===== config.mk =====
export PLATFORM = sky130hd
export DESIGN_NAME = store_buffer
export DESIGN_NICKNAME = d
export VERILOG_FILES = /design/src/rtl/store_buffer_pkg.sv /design/src/rtl/sb_fifo.sv /design/src/rtl/store_buffer.sv
export SDC_FILE = /design/constraint.sdc
export NUM_CORES = 1
export LEC_CHECK = 0
export CAP_MARGIN = 0
export CORE_AREA = 2 2 241 243
export CTS_CLUSTER_DIAMETER = 60
export DETAILED_ROUTE_END_ITERATION = 6
export DIE_AREA = 0 0 243 245
export HOLD_SLACK_MARGIN = 0.03
export PLACE_DENSITY = 0.69
export SYNTH_ARGS = -nofsm -noshare
export SYNTH_HDL_FRONTEND = slang
export SYNTH_SLANG_ARGS = --single-unit

===== constraint.sdc =====
create_clock -name clock -period 4.1 [get_ports clock]
set_input_delay 0.41 -clock clock [delete_from_list [all_inputs] [get_ports clock]]
set_output_delay 0.41 -clock clock [all_outputs]
set_load 0.02 [all_outputs]

===== src/rtl/store_buffer_pkg.sv =====
// Shared constants for the store buffer: default geometry, word-match boundary
// and the drain/read FSM encoding.
package store_buffer_pkg;

    localparam int DEF_DEPTH = 4;
    localparam int DEF_AW    = 32;
    localparam int DEF_DW    = 32;

    // Address bits below this index select a byte inside the word and are
    // ignored when matching loads against buffered stores.
    localparam int WORD_LSB  = 2;

    localparam logic [1:0] ST_IDLE  = 2'd0;
    localparam logic [1:0] ST_DRAIN = 2'd1;
    localparam logic [1:0] ST_READ  = 2'd2;
    localparam logic [1:0] ST_RDONE = 2'd3;

endpackage


===== src/rtl/sb_fifo.sv =====
// Circular store queue with a parallel word-address lookup that returns the
// youngest matching entry, so the newest store to a word wins on forwarding.
module sb_fifo
    import store_buffer_pkg::*;
#(
    parameter int DEPTH = DEF_DEPTH,
    parameter int AW    = DEF_AW,
    parameter int DW    = DEF_DW
) (
    input  logic                         clock,
    input  logic                         reset,
    input  logic                         enq,
    input  logic [AW-1:0]                enq_addr,
    input  logic [DW-1:0]                enq_data,
    input  logic                         deq,
    output logic [AW-1:0]                head_addr,
    output logic [DW-1:0]                head_data,
    output logic [$clog2(DEPTH+1)-1:0]   count,
    output logic                         full,
    output logic                         empty,
    input  logic [AW-1-WORD_LSB:0]       lookup_word,
    output logic                         hit,
    output logic [DW-1:0]                hit_data
);

    localparam int PW = $clog2(DEPTH);
    localparam int CW = $clog2(DEPTH+1);

    logic [AW-1:0] addr_q [DEPTH];
    logic [DW-1:0] data_q [DEPTH];
    logic [PW-1:0] wr_ptr;
    logic [PW-1:0] rd_ptr;
    logic          do_enq;
    logic          do_deq;

    assign full      = (count == CW'(DEPTH));
    assign empty     = (count == '0);
    assign do_enq    = enq && !full;
    assign do_deq    = deq && !empty;
    assign head_addr = addr_q[rd_ptr];
    assign head_data = data_q[rd_ptr];

    // Pointer and occupancy bookkeeping; simultaneous push and pop keeps count.
    always_ff @(posedge clock) begin
        if (reset) begin
            wr_ptr <= '0;
            rd_ptr <= '0;
            count  <= '0;
        end else begin
            if (do_enq) wr_ptr <= wr_ptr + 1'b1;
            if (do_deq) rd_ptr <= rd_ptr + 1'b1;
            case ({do_enq, do_deq})
                2'b10:   count <= count + 1'b1;
                2'b01:   count <= count - 1'b1;
                default: count <= count;
            endcase
        end
    end

    // Entry storage; contents are only meaningful inside the valid window.
    always_ff @(posedge clock) begin
        if (do_enq) begin
            addr_q[wr_ptr] <= enq_addr;
            data_q[wr_ptr] <= enq_data;
        end
    end

    // Scan oldest to youngest so a later match overrides an earlier one.
    always_comb begin
        logic [PW-1:0] idx;
        hit      = 1'b0;
        hit_data = '0;
        idx      = '0;
        for (int k = 0; k < DEPTH; k++) begin
            idx = rd_ptr + PW'(k);
            if ((CW'(k) < count) && (addr_q[idx][AW-1:WORD_LSB] == lookup_word)) begin
                hit      = 1'b1;
                hit_data = data_q[idx];
            end
        end
    end

endmodule


===== src/rtl/store_buffer.sv =====
// Posted-write buffer between the core data port and a handshaked memory.
// Stores retire into sb_fifo; loads forward from it on a word hit, otherwise
// the buffer drains and the load is read from memory while the core stalls.
module store_buffer
    import store_buffer_pkg::*;
#(
    parameter int DEPTH = DEF_DEPTH,
    parameter int AW    = DEF_AW,
    parameter int DW    = DEF_DW
) (
    input  logic          clock,
    input  logic          reset,
    input  logic [AW-1:0] cpu_addr,
    input  logic [DW-1:0] cpu_wdata,
    input  logic          cpu_write,
    input  logic          cpu_read,
    output logic [DW-1:0] cpu_rdata,
    output logic          cpu_stall,
    output logic [AW-1:0] mem_addr,
    output logic [DW-1:0] mem_wdata,
    output logic          mem_write,
    output logic          mem_read,
    input  logic [DW-1:0] mem_rdata,
    input  logic          mem_ready
);

    localparam int CW = $clog2(DEPTH+1);

    logic [1:0]    state;
    logic [DW-1:0] rd_latch;
    logic [CW-1:0] count;
    logic          full;
    logic          empty;
    logic          hit;
    logic [DW-1:0] hit_data;
    logic [AW-1:0] head_addr;
    logic [DW-1:0] head_data;
    logic          load_req;
    logic          enq;
    logic          pop;
    logic          miss;
    logic          last_pop;

    // A store wins if both requests are raised together.
    assign load_req = cpu_read && !cpu_write;
    assign enq      = cpu_write && !full;
    assign pop      = (state == ST_DRAIN) && mem_ready;
    assign miss     = load_req && !hit;
    assign last_pop = pop && (count == CW'(1)) && !enq;

    sb_fifo #(
        .DEPTH (DEPTH),
        .AW    (AW),
        .DW    (DW)
    ) u_fifo (
        .clock       (clock),
        .reset       (reset),
        .enq         (enq),
        .enq_addr    (cpu_addr),
        .enq_data    (cpu_wdata),
        .deq         (pop),
        .head_addr   (head_addr),
        .head_data   (head_data),
        .count       (count),
        .full        (full),
        .empty       (empty),
        .lookup_word (cpu_addr[AW-1:WORD_LSB]),
        .hit         (hit),
        .hit_data    (hit_data)
    );

    // Drain/read sequencer with registered memory-side outputs.
    // state    | meaning
    // IDLE     | no memory request; start a drain or a miss read
    // DRAIN    | head entry presented as a write until mem_ready
    // READ     | miss load presented as a read until mem_ready
    // RDONE    | latched read data handed to the core for one cycle
    always_ff @(posedge clock) begin
        if (reset) begin
            state     <= ST_IDLE;
            mem_write <= 1'b0;
            mem_read  <= 1'b0;
            mem_addr  <= '0;
            mem_wdata <= '0;
            rd_latch  <= '0;
        end else begin
            case (state)
                ST_IDLE: begin
                    if (!empty) begin
                        state     <= ST_DRAIN;
                        mem_write <= 1'b1;
                        mem_addr  <= head_addr;
                        mem_wdata <= head_data;
                    end else if (miss) begin
                        state    <= ST_READ;
                        mem_read <= 1'b1;
                        mem_addr <= cpu_addr;
                    end
                end
                ST_DRAIN: begin
                    if (mem_ready) begin
                        mem_write <= 1'b0;
                        if (last_pop && miss) begin
                            state    <= ST_READ;
                            mem_read <= 1'b1;
                            mem_addr <= cpu_addr;
                        end else begin
                            state <= ST_IDLE;
                        end
                    end
                end
                ST_READ: begin
                    if (mem_ready) begin
                        mem_read <= 1'b0;
                        rd_latch <= mem_rdata;
                        state    <= ST_RDONE;
                    end
                end
                default: begin
                    state <= ST_IDLE;
                end
            endcase
        end
    end

    // Core-side response: full buffer stalls stores, misses stall until RDONE.
    always_comb begin
        cpu_stall = 1'b0;
        cpu_rdata = '0;
        if (!reset) begin
            if (cpu_write) begin
                cpu_stall = full;
            end else if (load_req) begin
                if (hit) begin
                    cpu_rdata = hit_data;
                end else if (state == ST_RDONE) begin
                    cpu_rdata = rd_latch;
                end else begin
                    cpu_stall = 1'b1;
                end
            end
        end
    end

    rw_exclusive: assert property (@(posedge clock) disable iff (reset) !(cpu_write && cpu_read));

endmodule


==> run metrics <==
status finished with violations; failing checks negative setup slack; Pleak roughly 11 nW; Synth Area in Adders less than 1%; row count 88; die width roughly 240 um; Synth top area share about a third; DRT iter0 DRCs ~2400; clock-pin slew on the worst setup and hold paths about 0.060 ns; GRT Total Usage between 20% and 30%; mux cell area share after synthesis about a quarter; Final Hold Viols 0; cts bufs inserted 43; EDFF count, synth between 200 and 300; core box area between 50000 and 60000 um2; via count approximately 20000; Peak VDD IR between 0.2 and 0.3 mV; gpl congestion ~1; Post-Synth XOR/XNOR Area 4.271%; ranking of synthesized cells by area edfxtp_1 34%, mux4_2 10%, mux2i_1 9.9%, dfxtp_1 9.7%, mux2_2 3.8%; Slew HR between 20 and 25%; register area share after synthesis 43.75%; dpl ws -1.304 ns; grt met3 use around 3.9%; Post-Syn Area 22560 um2; GR Layer Usage met2 a little over two fifths; number of port buffers 199; largest family of logic cells by synthesized area multiplexers; area grow syn2layout 38.84%; dpl hpwl 57.11 mm; detailed-route vias per instance 5.972; CTS tree done; Fmax 209.0 MHz; drt pass-1 iters 7; wirelength, routed 83.38 mm; Mapped Cells between 2000 and 2500; GRT busiest layer met2; Root Buffer clkbuf_16; layout net count 2658; # IOs 200; final worst setup slack -0.6838 ns; largest net degree at the start of global routing 90; Die Footprint approximately 60000 um2; share of cells above drive strength 1 34.93%; global route overflow 0; CP startpoint kind flip-flop; FFs w/ async S/R, synth 0%; Crit Path Category flip-flop to primary output; design area approximately 31000 um2; Post-CTS Hold Buffers 0; syn_nets 2180; Worst EP required about 3.7 ns; initial antenna violation count 5; # Max-Cap Violations 0; endpoints failing setup 65; Post-synth top flop edfxtp_1; Clock Sinks roughly 370; Synth Area in Simple Gates between 10 and 15%; Die H around 250 um; clk buf depth 3; crit-path max FO 8; WL per Instance ~25 um; vias in the first global route roughly 20000; Tcrit/Tclk final 116.7%; Syn. warnings 0; dominant cell type by area after synthesis edfxtp_1; crit end category primary output; H-tree levels 2; first-pass GRT wire length 121.9 mm; crit path DAT about 4.4 ns; met1 Use GR a little under two fifths; Setup Skew between 0.02 and 0.03 ns; drt drc 0; Synth cell types between 60 and 70; placed cell areas 27990 um2; remaining antenna violation count 0; syn avg cell area around 11 um2; Worst-Skew Late Latency around 0.59 ns; PD cells 388.2 nW/um2; Final Slew Violations 0; Tmin final between 4 and 5 ns; starting density of the core ~40%; Hold Crit Class input pin to flip-flop; Synth Register Bits roughly 370; slew of the pin with the lowest slew margin 1.157 ns; RSZ-0062 raised after global routing yes; Synth Area in Compound Gates ~10%
-- flip-flops by register name, summed over array words and instances (netlist names), 3 cells and up, named ones only --
register       cells
mem_addr          32
mem_wdata         32
rd_latch          32
u_fifo.addr_q    128
u_fifo.count       3
u_fifo.data_q    128
-- cells by family (layout without fill, tap and decap cells) --
logic type               Yosys count  in the layout
other                              0              3
XOR/XNOR                         110            110
buffers and inverters            239            751
adder cells (fa/ha/maj)            9              9
flip-flops                       365            365
multiplexers                     404            404
AO/OA/AOI/OAI                    343            343
AND/OR/NAND/NOR                  600            600
-- through the flow --
step | util, % | std cells | hold WS, ns | power, mW | setup TNS [ns]
after floorplan | - | 2070 | 0.4321 | 6.352 | 0
after global placement | 49.08 | 3210 | 0.4438 | 7.911 | -50.42
after detailed placement | 49.08 | 3210 | 0.4490 | 7.972 | -52.14
after CTS | 53.54 | 3323 | 0.3458 | 11.95 | -16.77
after global routing | 54.91 | 3350 | 0.3579 | 12.56 | -29.26
final | 54.91 | 3350 | 0.3656 | 12.16 | -23.11
-- timing repair --
action                     CTS  global route
cloned                       4             6
resized for setup          360           117
setup endpoints to repair   65            64
pin swaps                   33            46
buffers inserted            31            21
-- cell usage in the layout, fill, tap and decap left out, types with 9 or more instances in the layout --
cell type / n
buf_12: 38
nand2b_1: 35
dfxtp_1: 105
a211o_1: 9
or3_1: 22
edfxtp_1: 256
o21ai_0: 12
buf_6: 23
nor4_2: 22
nor2_1: 168
nor3_1: 14
nand4_1: 21
a211oi_2: 22
nand3_1: 39
xnor2_1: 77
and3_1: 29
clkdlybuf4s50_1: 165
nor2b_1: 10
mux4_2: 103
o22ai_1: 13
clkbuf_16: 49
mux2i_1: 194
ha_1: 9
buf_4: 377
inv_1: 50
xor2_1: 13
mux2i_2: 18
xnor2_2: 19
a211oi_1: 14
clkbuf_1: 16
mux2i_4: 10
nor4_4: 15
a2111oi_2: 25
mux2_2: 72
o31ai_1: 30
nand2_1: 164
a21oi_1: 139
-- critical path, stage by stage (launching register included) --
cell and delay [ns]:
dfxtp_4 0.43, buf_12 0.17, buf_12 0.14, mux4_2 0.54
o211ai_1 0.38, a2111oi_4 0.10, nand4_1 0.23, buf_6 0.17
o21ai_2 0.06, or3b_4 0.46, buf_12 0.17, buf_16 0.14
buf_6 0.12, and3_4 0.17, nor4_4 0.27, buf_4 0.20
-- synthesized netlist by cell type (15+ instances only) --
master and instances:
mux2_2 77, nand2b_1 37, o22ai_1 15, a21oi_1 146, nor4_1 43, inv_1 50
nor2_1 170, o31ai_1 31, mux4_2 103, a211oi_1 37, mux2i_1 222, nand2_1 166
edfxtp_1 256, xnor2_1 97, dfxtp_1 109, and3_1 37, a2111oi_0 35, nor3_1 15
clkbuf_1 129, nand4_1 21, nand3_1 39, buf_1 18, or3_1 22, buf_2 24
o21ai_0 15
-- power breakdown --
part           internal (mW)  switching (mW)
Combinational           1.71            2.03
Sequential              4.32           0.240
Clock                   2.28            1.58
Total                   8.31            3.85
-- area by class of cell --
cell class	instances	area (um2)
tap	765	957.2
fill	4865	25710
antenna	3	7.507
inverter	52	195.2
clock inverter	14	181.4
multi-input combinational	1466	13040
timing repair buffer	620	5827
sequential	365	9882
clock buffer	65	1230
-- worst paths after layout --
kind,slack (ns),cells past startpoint,start,to
worst max-delay path,-0.68,15,flip-flop,cpu_rdata[28]
worst min-delay path,0.37,3,mem_rdata[19],rd_latch[19]
worst min register to register,0.45,2,mem_wdata[24],mem_wdata[24]
worst max register to register,-0.15,18,u_fifo.rd_ptr[1],mem_addr[15]
-- layer usage --
metal | up-vias | share of wire (%) | routed length (um)
met2 | 1028 | 47 | 38980
met3 | 198 | 8.3 | 6949
met4 | 0 | 3.3 | 2765
li1 | 8784 | - | -
met1 | 9996 | 42 | 34680
met5 | - | 0 | 0
(Power assumes the default switching activity.)
